### config.mk
export PLATFORM = sky130hd
export DESIGN_NAME = rx_block_fifo
export DESIGN_NICKNAME = d
export VERILOG_FILES = /design/src/rtl/rx_buf_pkg.sv /design/src/rtl/block_fifo.sv /design/src/rtl/rx_block_fifo.sv
export SDC_FILE = /design/constraint.sdc
export NUM_CORES = 1
export LEC_CHECK = 0
export CAP_MARGIN = 5
export CORE_MARGIN = 4
export CORE_UTILIZATION = 35
export CTS_CLUSTER_SIZE = 8
export DETAILED_ROUTE_END_ITERATION = 8
export PLACE_DENSITY = 0.63
export RECOVER_POWER = 50
export SETUP_SLACK_MARGIN = 0.2
export SYNTH_ARGS = -nofsm -noshare
export SYNTH_HDL_FRONTEND = slang
export SYNTH_SLANG_ARGS = --single-unit
### constraint.sdc
create_clock -name clk -period 6.3 [get_ports clk]
set_input_delay 0.945 -clock clk [delete_from_list [all_inputs] [get_ports clk]]
set_output_delay 0.945 -clock clk [all_outputs]
set_load 0.05 [all_outputs]
### src/rtl/rx_buf_pkg.sv
// Shared constants for the UART receive block buffer.
// Default geometry and byte width used by rx_block_fifo and block_fifo.
package rx_buf_pkg;
  localparam int BYTE_W = 8;
  localparam int DEF_BLOCK_BYTES = 16;
  localparam int DEF_DEPTH = 4;
endpackage

### src/rtl/block_fifo.sv
// Show-ahead block FIFO; a write and a pop in the same cycle both succeed.
// A write to a full FIFO without a same-cycle pop is dropped and flagged.
module block_fifo
  import rx_buf_pkg::*;
#(
  parameter int WIDTH = BYTE_W * DEF_BLOCK_BYTES,
  parameter int DEPTH = DEF_DEPTH
) (
  input  logic                       clk,
  input  logic                       reset,
  input  logic                       wr_en,
  input  logic [WIDTH-1:0]           wr_data,
  input  logic                       rd_en,
  output logic [WIDTH-1:0]           rd_data,
  output logic                       empty,
  output logic                       full,
  output logic [$clog2(DEPTH):0]     count,
  output logic                       drop
);
  localparam int AW = $clog2(DEPTH);
  localparam int CW = AW + 1;

  logic [WIDTH-1:0] mem [DEPTH];
  logic [AW-1:0]    wr_ptr;
  logic [AW-1:0]    rd_ptr;
  logic [CW-1:0]    cnt;
  logic             pop;
  logic             push;

  assign empty = (cnt == '0);
  assign full  = (cnt == CW'(DEPTH));
  assign count = cnt;

  assign pop  = rd_en && !empty;
  assign push = wr_en && (!full || pop);
  assign drop = wr_en && full && !pop;

  assign rd_data = empty ? '0 : mem[rd_ptr];

  always_ff @(posedge clk) begin
    if (reset) begin
      wr_ptr <= '0;
      rd_ptr <= '0;
      cnt    <= '0;
    end else begin
      if (push) wr_ptr <= wr_ptr + 1'b1;
      if (pop)  rd_ptr <= rd_ptr + 1'b1;
      if (push && !pop)      cnt <= cnt + 1'b1;
      else if (pop && !push) cnt <= cnt - 1'b1;
    end
  end

  // Storage needs no reset: rd_data is masked while empty.
  always_ff @(posedge clk) begin
    if (push) mem[wr_ptr] <= wr_data;
  end
endmodule

### src/rtl/rx_block_fifo.sv
// Assembles UART bytes into fixed-size blocks and queues them.
// Define RX_BLOCK_FLUSH_EN to let flush close a partial block.
module rx_block_fifo
  import rx_buf_pkg::*;
#(
  parameter int BLOCK_BYTES = DEF_BLOCK_BYTES,
  parameter int DEPTH = DEF_DEPTH
) (
  input  logic                             clk,
  input  logic                             reset,
  input  logic [7:0]                       rx_byte,
  input  logic                             rx_done,
  input  logic                             flush,
  input  logic                             read_en,
  input  logic                             ovf_clr,
  output logic [8*BLOCK_BYTES-1:0]         block_out,
  output logic                             empty,
  output logic                             full,
  output logic [$clog2(DEPTH):0]           count,
  output logic [$clog2(BLOCK_BYTES):0]     pending,
  output logic                             overflow
);
  localparam int W  = BYTE_W * BLOCK_BYTES;
  localparam int PW = $clog2(BLOCK_BYTES) + 1;

  logic [W-1:0]  asm_q;
  logic [W-1:0]  asm_n;
  logic [PW-1:0] pend_q;
  logic [PW-1:0] fill;
  logic          done_blk;
  logic          wr;
  logic [W-1:0]  wr_data;
  logic          drop;
  logic          ovf_q;

  // Bytes enter at the bottom so the first byte ends up at the top.
  assign asm_n    = rx_done ? {asm_q[W-BYTE_W-1:0], rx_byte} : asm_q;
  assign fill     = pend_q + PW'(rx_done);
  assign done_blk = (fill == PW'(BLOCK_BYTES));

`ifdef RX_BLOCK_FLUSH_EN
  int sh;
  assign sh      = BYTE_W * (BLOCK_BYTES - int'(fill));
  assign wr      = done_blk || (flush && (fill != '0));
  assign wr_data = asm_n << sh;
`else
  logic unused_flush;
  assign unused_flush = flush;
  assign wr      = done_blk;
  assign wr_data = asm_n;
`endif

  always_ff @(posedge clk) begin
    if (reset) begin
      asm_q  <= '0;
      pend_q <= '0;
    end else if (wr) begin
      asm_q  <= '0;
      pend_q <= '0;
    end else begin
      asm_q  <= asm_n;
      pend_q <= fill;
    end
  end

  always_ff @(posedge clk) begin
    if (reset)        ovf_q <= 1'b0;
    else if (drop)    ovf_q <= 1'b1;
    else if (ovf_clr) ovf_q <= 1'b0;
  end

  block_fifo #(
    .WIDTH(W),
    .DEPTH(DEPTH)
  ) u_fifo (
    .clk     (clk),
    .reset   (reset),
    .wr_en   (wr),
    .wr_data (wr_data),
    .rd_en   (read_en),
    .rd_data (block_out),
    .empty   (empty),
    .full    (full),
    .count   (count),
    .drop    (drop)
  );

  assign pending  = pend_q;
  assign overflow = ovf_q;
endmodule
======== Word level (Yosys, flattened, before mapping) ========
Memories as Yosys holds them, arrays and structs flattened. A register that Yosys moved wholly into a read port is not among the register bits.
Index checks and enable logic that the tools add are counted.
storage, ports and cells
  output and inout port bits .............. 139
  register bits ........................... 141
  RAM bits ................................ 512
  memories kept ........................... 1
memory list
  memory      depth  bits a word  read ports  clocked after memory_dff  wr ports  RTL line          text
  u_fifo.mem  4      128          1           1                         1         block_fifo.sv:23  logic [WIDTH-1:0] mem [DEPTH];
operators by class
  mux-type cells .......................... 10
  $add $sub $neg .......................... 5
  eq/ne operators ......................... 2
  reductions and logical operators ........ 15
operators by type and width
  operator               count
  $mux W128              2
  $logic_and A1 B1 Y1    6
  $mux W3                2
  $add A5 B1 Y5          1
  $eq A5 B5 Y1 const B   1
  $add A2 B1 Y2 const B  2
  $logic_not A1 Y1       4
  $mux W1                4
  $mux W2                2
  $reduce_bool A2 Y1     2
  $add A3 B1 Y3 const B  1
  $eq A3 B3 Y1 const B   1
  $logic_not A3 Y1       1
  $sub A3 B1 Y3 const B  1
  $reduce_or A2 Y1       1
  $logic_or A1 B1 Y1     1

======== Longest topological paths before layout ========
Gate-level depths: netlist of run 1.
  depth in word-level cells ............... 9
  depth in mapped cells ................... 11
  depth with buffers taken out ............ 11

======== Modules after synthesis ========
Synthesis of run 1 repeated with hierarchy kept, for this count alone.
second synthesis, totals
  cell total of the unflattened synthesis .. 1,463
  area total of the unflattened synthesis .. 26,347.8 µm²
modules (own cells, without submodules)
  module         cells an instance  area an instance (µm²)  instances
  block_fifo     860                19,827.8                1
  rx_block_fifo  603                6,520.0                 1

======== Worst setup path after synthesis of run 1 ========
OpenSTA, ideal clock, no wires.
  kind .................................... input to register
  start ................................... in rx_done
  end ..................................... mem u_fifo.mem[0][0] (netlist bit), enable pin
  data arrival time ....................... 5,050 ps
  setup slack ............................. 748 ps
  stages on the path ...................... 6
  data required time ...................... 5,798 ps
  path buffers ............................ 0
  cells stage by stage .................... ha_1 -> ha_1 -> xnor2_1 -> a2bb2oi_2 -> nor3b_4 -> and2_1
between the ends
  cells in the longest elaborated chain, start to end .. 5
ends and longest elaborated chain
  item                           RTL line             text
  start, declared                rx_block_fifo.sv:12  input logic rx_done,
  $add A5 B1 Y5                  rx_block_fifo.sv:38  assign fill = pend_q + PW'(rx_done);
  $eq A5 B5 Y1                   rx_block_fifo.sv:39  assign done_blk = (fill == PW'(BLOCK_BYTES));
  $logic_and A1 B1 Y1            block_fifo.sv:35     assign push = wr_en && (!full || pop);
  net u_fifo.push                block_fifo.sv:28     logic push;
  $mux W1                        block_fifo.sv:55     if (push) mem[wr_ptr] <= wr_data;
  $mux W1 (implied by the code)  block_fifo.sv:55
  end, declared                  block_fifo.sv:23
The timed path passes the listed nets, and every way through them passes these cells.

======== Worst setup path in the final report of run 1 ========
  start ................................... in rx_done
  end ..................................... reg asm_q[43]
RTL lines
  item                  RTL line             text
  $mux W128             rx_block_fifo.sv:37  assign asm_n = rx_done ? {asm_q[W-BYTE_W-1:0], rx_byte} : asm_q;
  net asm_n[43]         rx_block_fifo.sv:27  logic [W-1:0] asm_n;
  end signal, assigned  rx_block_fifo.sv:61  asm_q <= asm_n;
  end, declared         rx_block_fifo.sv:26  logic [W-1:0] asm_q;
The timed path passes the listed nets, and every way through them passes these cells.
A chain may end at the register's enable or synchronous reset.

==> flow_metrics.env, run 1 <==
export IMPL_rrSetupSlack_ps=2580
export IMPL_die_h_um=280
export IMPL_setup_viol=0
export IMPL_vias=12100
export IMPL_postRouteAntennaNets=0
export IMPL_leakage_nw=9.82
export IMPL_core_um2=73100
export IMPL_reg2reg_depth=7
export IMPL_start_util_pct=35.4
export IMPL_synth_top_area_cell="edfxtp_1"
export IMPL_antenna_found_initial=0
export IMPL_dp_hpwl_um=30200
export IMPL_post_cts_resized=0
export IMPL_min_from="u_fifo.wr_ptr[1]"
export IMPL_seq_area_frac_synth_pct=70.5
export IMPL_relSlewSlack_pct=-207
export IMPL_cpPeakStageDelay_ps=3270
export IMPL_grt_max_degree=79
export IMPL_synth_top_area_share_pct=59.5
export IMPL_postCtsSetupBuffers=0
export IMPL_ys_ff_latch=655
export IMPL_clk_path_buf_depth=3
export IMPL_ir_worst_vdd_uv=167
export IMPL_violations="capacitance limit, slew limit"
export IMPL_gp_congestion=0.710
export IMPL_cts_tree="built"
export IMPL_fp_dieW_um=280
export IMPL_synth_ff_type="edfxtp_1"
export IMPL_min_to="u_fifo.wr_ptr[1]"
export IMPL_portBuffers=151
export IMPL_drt_iter0_drc=660
export IMPL_maxSlewViolCount=79
export IMPL_min_path_type="reg -> reg"
export IMPL_cp_max_fo=67
export IMPL_grt_pass1_vias=13000
export IMPL_synth_area_um2=25900
export IMPL_grt_pass1_wl_um=80600
export IMPL_clock_skew_ps=16.5
export IMPL_min_path_cells=2
export IMPL_diodes=0
export IMPL_top_layer="met4"
export IMPL_fin_tns_setup_ps=0
export IMPL_hold_buffers=0
export IMPL_track_usage_pct=13.6
export IMPL_grt_remaining_overflow=0
export IMPL_worstSetupPathType="in -> reg"
export IMPL_tightest_slew_ps=4610
export IMPL_m1WireLength_um=23700
export IMPL_yosys_warnings=0
export IMPL_grt_setup_unrepaired="no"
export IMPL_io_pins=153
export IMPL_synth_nets=1321
export IMPL_end_kind="flop"
export IMPL_cts_clk_slew_worst_paths_ps=50
export IMPL_cts_max_level=3
export IMPL_worstSkewPairLatency_ps=620
export IMPL_worst_endpoint_arrival_ps=5610
export IMPL_met2WireLength_um=26400
export IMPL_die_area_um2=78300
export IMPL_cap_violations=2
export IMPL_final_min_clock_period_ps=5070
export IMPL_critPathSlowestCell="clkbuf_1"
export IMPL_cts_buffers=91
export IMPL_worstPathRequired_ps=6840
export IMPL_post_drt_wl_per_cell_um=21.0
export IMPL_cts_root_buf="clkbuf_16"
export IMPL_dpl_cell_count=2359
export IMPL_clock_fmax_mhz=197
export IMPL_post_route_period_util_pct=80.5
export IMPL_firstDrtPassIters=4
export IMPL_route_met3_wl_um=2060
export IMPL_postSynthCellCount=1299
export IMPL_fin_cells=2527
export IMPL_synthTopCellsByArea="edfxtp_1 (59%), mux4_2 (11%), dfxtp_1 (11%), mux2_2 (5.6%), nor2b_4 (4.8%)"
export IMPL_cts_sinks=655
export IMPL_synth_cell_type_count=35
export IMPL_crit_path_start_kind="input pin"
export IMPL_synth_most_common_cell="edfxtp_1"
export IMPL_totalWireLength_um=53200
export IMPL_status="finished with violations"
export IMPL_vias_per_cell=4.77
export IMPL_fillers=6434
export IMPL_syn2layout_area_growth_pct=18.4
export IMPL_crit_chain="buf_6 > clkbuf_1 > mux2_1 > nor2b_1"
export IMPL_synth_edff_count=512
export IMPL_drc_errors=0
export IMPL_avgSynthCellArea_um2=19.9
export IMPL_r2r_end="asm_q[65]"
export IMPL_drive_gt1_share_pct=21.7
export IMPL_reg2reg_from="pending[0]"
export IMPL_rows=99
export IMPL_yosys_top_cells_count="edfxtp_1 (512), dfxtp_1 (143), and2_1 (132), mux2_2 (128), mux4_2 (128)"
export IMPL_finalHoldViolCount=0
export IMPL_fin_nets=1515
export IMPL_p_per_area_nw_per_um2=303
export IMPL_synthArstFlopShare_pct=0
-- layout by cell type (no fill, tap or decap), drive strengths merged --
cell type / n
xnor2: 2
nand3: 3
nor2b: 131
mux4: 128
o21ai: 1
or3b: 1
or3: 2
edfxtp: 512
nor2: 11
xor2: 6
clkbuf: 166
nand4: 1
buf: 22
mux2: 129
and2: 132
o21bai: 1
inv: 5
clkinv: 2
o41ai: 1
dfxtp: 143
a2bb2oi: 1
ha: 7
nand2b: 3
clkdlybuf4s50: 140
nor3b: 2
a21oi: 1
dlygate4sd3: 10
nand2: 2
mux2i: 2
fa: 1
-- cells by family after synthesis --
group                    count (synthesis)  share of synthesized area, %
flip-flops                             655                          70.5
AND/OR/NAND/NOR                        288                          9.60
multiplexers                           259                          16.9
buffers and inverters                   76                          2.11
XOR/XNOR                                 8                         0.271
adder cells (fa/ha/maj)                  8                         0.416
AO/OA/AOI/OAI                            5                         0.203
-- routing by layer --
layer	GRT usage [%]	up-vias
li1	-	5403
met1	18.2	6368
met2	22.7	225
met3	2.36	66
met4	4.31	0
met5	0	-
-- final cells by class --
cell class	instances	area, um^2	area share, %
clock buffers	165	2640	8.62
well taps	959	1200	3.92
repair buffers	173	1770	5.79
inverters	4	15.0	0.0490
flip-flops and latches	655	18200	59.6
clock inverters	3	55.1	0.180
multi-input cells	568	6700	21.9
-- worst max-delay path, delay by kind of cell --
kind / cells / cell delay [ps]
simple gates: 1 / 180
mux: 1 / 590
buf+inv: 2 / 3800
-- report_power, final --
group / internal [mW] / switching [mW] / leakage [nW]
logic: 0.0407 / 0.0786 / 2.94
registers: 4.62 / 0.00561 / 5.60
clock network: 2.80 / 1.72 / 1.28
-- worst max-delay path by stage --
stage / start / endpoint / cells after the start
6_report: rx_done / asm_q[43] / 4
5_1_grt: rx_done / asm_q[43] / 4
4_1_cts: u_fifo.count[0] / block_out[120] / 4
3_5_place_dp: rx_done / u_fifo.mem[2][73] / 8
3_3_place_gp: rx_done / u_fifo.mem[2][102] / 8
2_1_floorplan: rx_done / u_fifo.mem[0][0] / 6
-- stage by stage --
| step | total power [mW] | hold WS [ps] | util [%] | instance area [um^2] | setup slack (ps) |
|---|---|---|---|---|---|
| after floorplan | 4.83 | 482 | - | 25900 | 748 |
| after global placement | 4.85 | 494 | 38.8 | 28300 | 1880 |
| after global routing | 9.58 | 561 | 41.9 | 30600 | 909 |
| after detailed placement | 4.85 | 520 | 38.8 | 28300 | 1840 |
| final | 9.26 | 531 | 41.9 | 30600 | 1230 |
| after CTS | 9.40 | 535 | 42.4 | 31000 | 1560 |
-- state kept, by name (all words and copies together), names as in the netlist, named ones only --
| signal | flops |
|---|---|
| asm_q | 128 |
| overflow | 1 |
| pending | 5 |
| u_fifo.count | 3 |
| u_fifo.mem | 512 |
| u_fifo.rd_ptr | 2 |
| u_fifo.wr_ptr | 2 |
(Power assumes the default switching activity.)
==> inputs of run 2 (changes only) <==
--- a/config.mk
+++ b/config.mk
@@ -10,7 +10,7 @@
 export CORE_UTILIZATION = 35
 export CTS_CLUSTER_SIZE = 8
 export DETAILED_ROUTE_END_ITERATION = 8
-export PLACE_DENSITY = 0.63
+export PLACE_DENSITY = 0.64
 export RECOVER_POWER = 50
 export SETUP_SLACK_MARGIN = 0.2
 export SYNTH_ARGS = -nofsm -noshare
==> constraint.sdc (replaced) <==
create_clock -name clk -period 4.2 [get_ports clk]
set_input_delay 0.63 -clock clk [delete_from_list [all_inputs] [get_ports clk]]
set_output_delay 0.63 -clock clk [all_outputs]
set_load 0.05 [all_outputs]
==> flow_metrics.env, run 2 (synthesized netlist as in run 1, its figures left out) <==
export IMPL_start_util_pct=35.4
export IMPL_core_um2=73100
export IMPL_cp_top_family="buffers and inverters"
export IMPL_antenna_found_initial=2
export IMPL_fillers=6433
export IMPL_grt_remaining_overflow=0
export IMPL_cp_num_buf_inv=2
export IMPL_end_kind="primary output"
export IMPL_leakage_nw=9.92
export IMPL_min_path_cells=3
export IMPL_r2r_end="u_fifo.mem[0][39]"
export IMPL_worst_endpoint_arrival_ps=3160
export IMPL_reg2reg_from="pending[0]"
export IMPL_p_per_area_nw_per_um2=450
export IMPL_postRouteAntennaNets=0
export IMPL_cts_max_level=3
export IMPL_status="finished with violations"
export IMPL_cts_root_buf="clkbuf_16"
export IMPL_track_usage_pct=13.4
export IMPL_crit_chain="buf_4 > mux4_2 > and2_1 > clkdlybuf4s50_1"
export IMPL_rows=99
export IMPL_min_from="rx_done"
export IMPL_cpPeakStageDelay_ps=700
export IMPL_grt_pass1_wl_um=80000
export IMPL_maxSlewViolCount=129
export IMPL_p_int_mw=11.1
export IMPL_min_to="pending[0]"
export IMPL_grt_setup_unrepaired="no"
export IMPL_critPathSlowestCell="clkdlybuf4s50_1"
export IMPL_vias=12100
export IMPL_total_power_mw=13.8
export IMPL_pre_cts_slack_ps=728
export IMPL_worstSkewPairLatency_ps=610
export IMPL_worstPathRequired_ps=3570
export IMPL_pwr_share_clk_pct=48.5
export IMPL_syn2layout_area_growth_pct=18.8
export IMPL_min_path_type="in -> reg"
export IMPL_gp_congestion=0.698
export IMPL_drc_errors=0
export IMPL_firstDrtPassIters=6
export IMPL_fin_tns_setup_ps=0
export IMPL_violations="capacitance limit, slew limit"
export IMPL_fp_dieW_um=280
export IMPL_cts_clk_slew_worst_paths_ps=50
export IMPL_grt_pass1_vias=12900
export IMPL_vias_per_cell=4.74
export IMPL_top_register="u_fifo.mem"
export IMPL_multiInputGateArea_um2=6570
export IMPL_portBuffers=151
export IMPL_die_area_um2=78300
export IMPL_p_sw_share_pct=19.4
export IMPL_dp_hpwl_um=30700
export IMPL_cap_violations=1
export IMPL_reg2reg_depth=7
export IMPL_totalWireLength_um=53100
export IMPL_cts_sinks=655
export IMPL_cts_tree="built"
export IMPL_drt_iter0_drc=623
export IMPL_die_h_um=280
export IMPL_relSlewSlack_pct=-147
export IMPL_clk_path_buf_depth=3
export IMPL_post_route_period_util_pct=90.3
export IMPL_cts_buffers=91
export IMPL_clock_fmax_mhz=264
export IMPL_fin_nets=1540
export IMPL_tightest_slew_ps=3710
export IMPL_io_pins=153
export IMPL_worstSetupPathType="reg -> out"
export IMPL_post_drt_wl_per_cell_um=20.8
export IMPL_mostFrequentLayoutCells="edfxtp_1 (512), clkdlybuf4s50_1 (147), dfxtp_1 (141)"
export IMPL_final_area_um2=30700
export IMPL_power_share_sequential_pct=50.2
export IMPL_grt_max_degree=129
export IMPL_final_min_clock_period_ps=3790
export IMPL_clock_skew_ps=18.2
export IMPL_setup_viol=0
export IMPL_comb_power_share_pct=1.2
export IMPL_post_dp_cell_area_um2=28600
export IMPL_rrSetupSlack_ps=600
export IMPL_drive_gt1_share_pct=22.5
export IMPL_largest_reg_flops=512
export IMPL_power_switching_mw=2.68
export IMPL_layout_commonest_cell="edfxtp_1"
export IMPL_ir_worst_vdd_uv=283
export IMPL_crit_path_start_kind="flop"
export IMPL_finalHoldViolCount=0
export IMPL_regArea_um2=18200
export IMPL_whs_ps=437
export IMPL_hold_buffers=0
export IMPL_fin_ws_ps=408
export IMPL_cp_max_fo=21
==> run 2: cell types whose count changed in the layout (fill, tap and decap cells not counted), moves of 7 or more <==
cell and delta:
buf_4 +16, nor2b_1 +9, nor2b_4 -26, buf_12 +7, dlygate4sd3_1 -7, nor2b_2 +17
clkdlybuf4s50_1 +7
==> run 2: per-stage QoR <==
step | cells | util [%]
after floorplan | 1299 | -
after global placement | 2383 | 39.2
after detailed placement | 2383 | 39.2
after CTS | 2547 | 42.8
after global routing | 2548 | 42.0
final | 2551 | 42.0
==> run 2: power groups by stage <==
stage          logic (mW)  registers, mW  clock network [mW]
2_1_floorplan       0.169           7.07                   0
3_3_place_gp        0.210           7.07                   0
3_5_place_dp        0.213           7.07                   0
4_1_cts             0.213           6.94                6.87
5_1_grt             0.187           6.93                7.18
6_report            0.172           6.94                6.71
==> run 2: worst max-delay path by stage <==
stage | start | end | slack (ps) | cells after the start
after floorplan | rx_done | u_fifo.mem[2][0] | 380 | 6
after global placement | rx_done | u_fifo.count[2] | 810 | 12
after detailed placement | rx_done | u_fifo.count[2] | 730 | 12
after CTS | flop | block_out[103] | 280 | 4
after global routing | flop | block_out[103] | 230 | 4
final | flop | block_out[95] | 410 | 4
==> run 2: layout make-up <==
cell class	instances	area share, %
Antenna cell	3	0.0244
Inverter	4	0.0489
Clock inverter	4	0.175
Timing Repair Buffer	197	6.63
Tap cell	959	3.91
Multi-Input combinational cell	569	21.4
Clock buffer	160	8.46
Sequential cell	655	59.4
==> run 2: metal layers <==
layer,global-route usage (%),vias to the layer above,share of wire [%]
li1,-,5476,-
met1,18.0,6345,45
met3,2.57,53,3.9
met4,4.00,0,1.5
met5,0,-,0
met2,22.4,222,50
==> run 2: worst min-delay path, delay by kind of cell <==
family / cells / cell delay [ps]
adders and majority gates: 1 / 150
buffers and inverters: 1 / 110
and+or+nand+nor: 1 / 110
==> run 2: timing repair <==
item / in CTS / in global routing
setup endpoints to repair: 0 / 2
buffers inserted: 0 / 0
gates resized for setup: 0 / 0
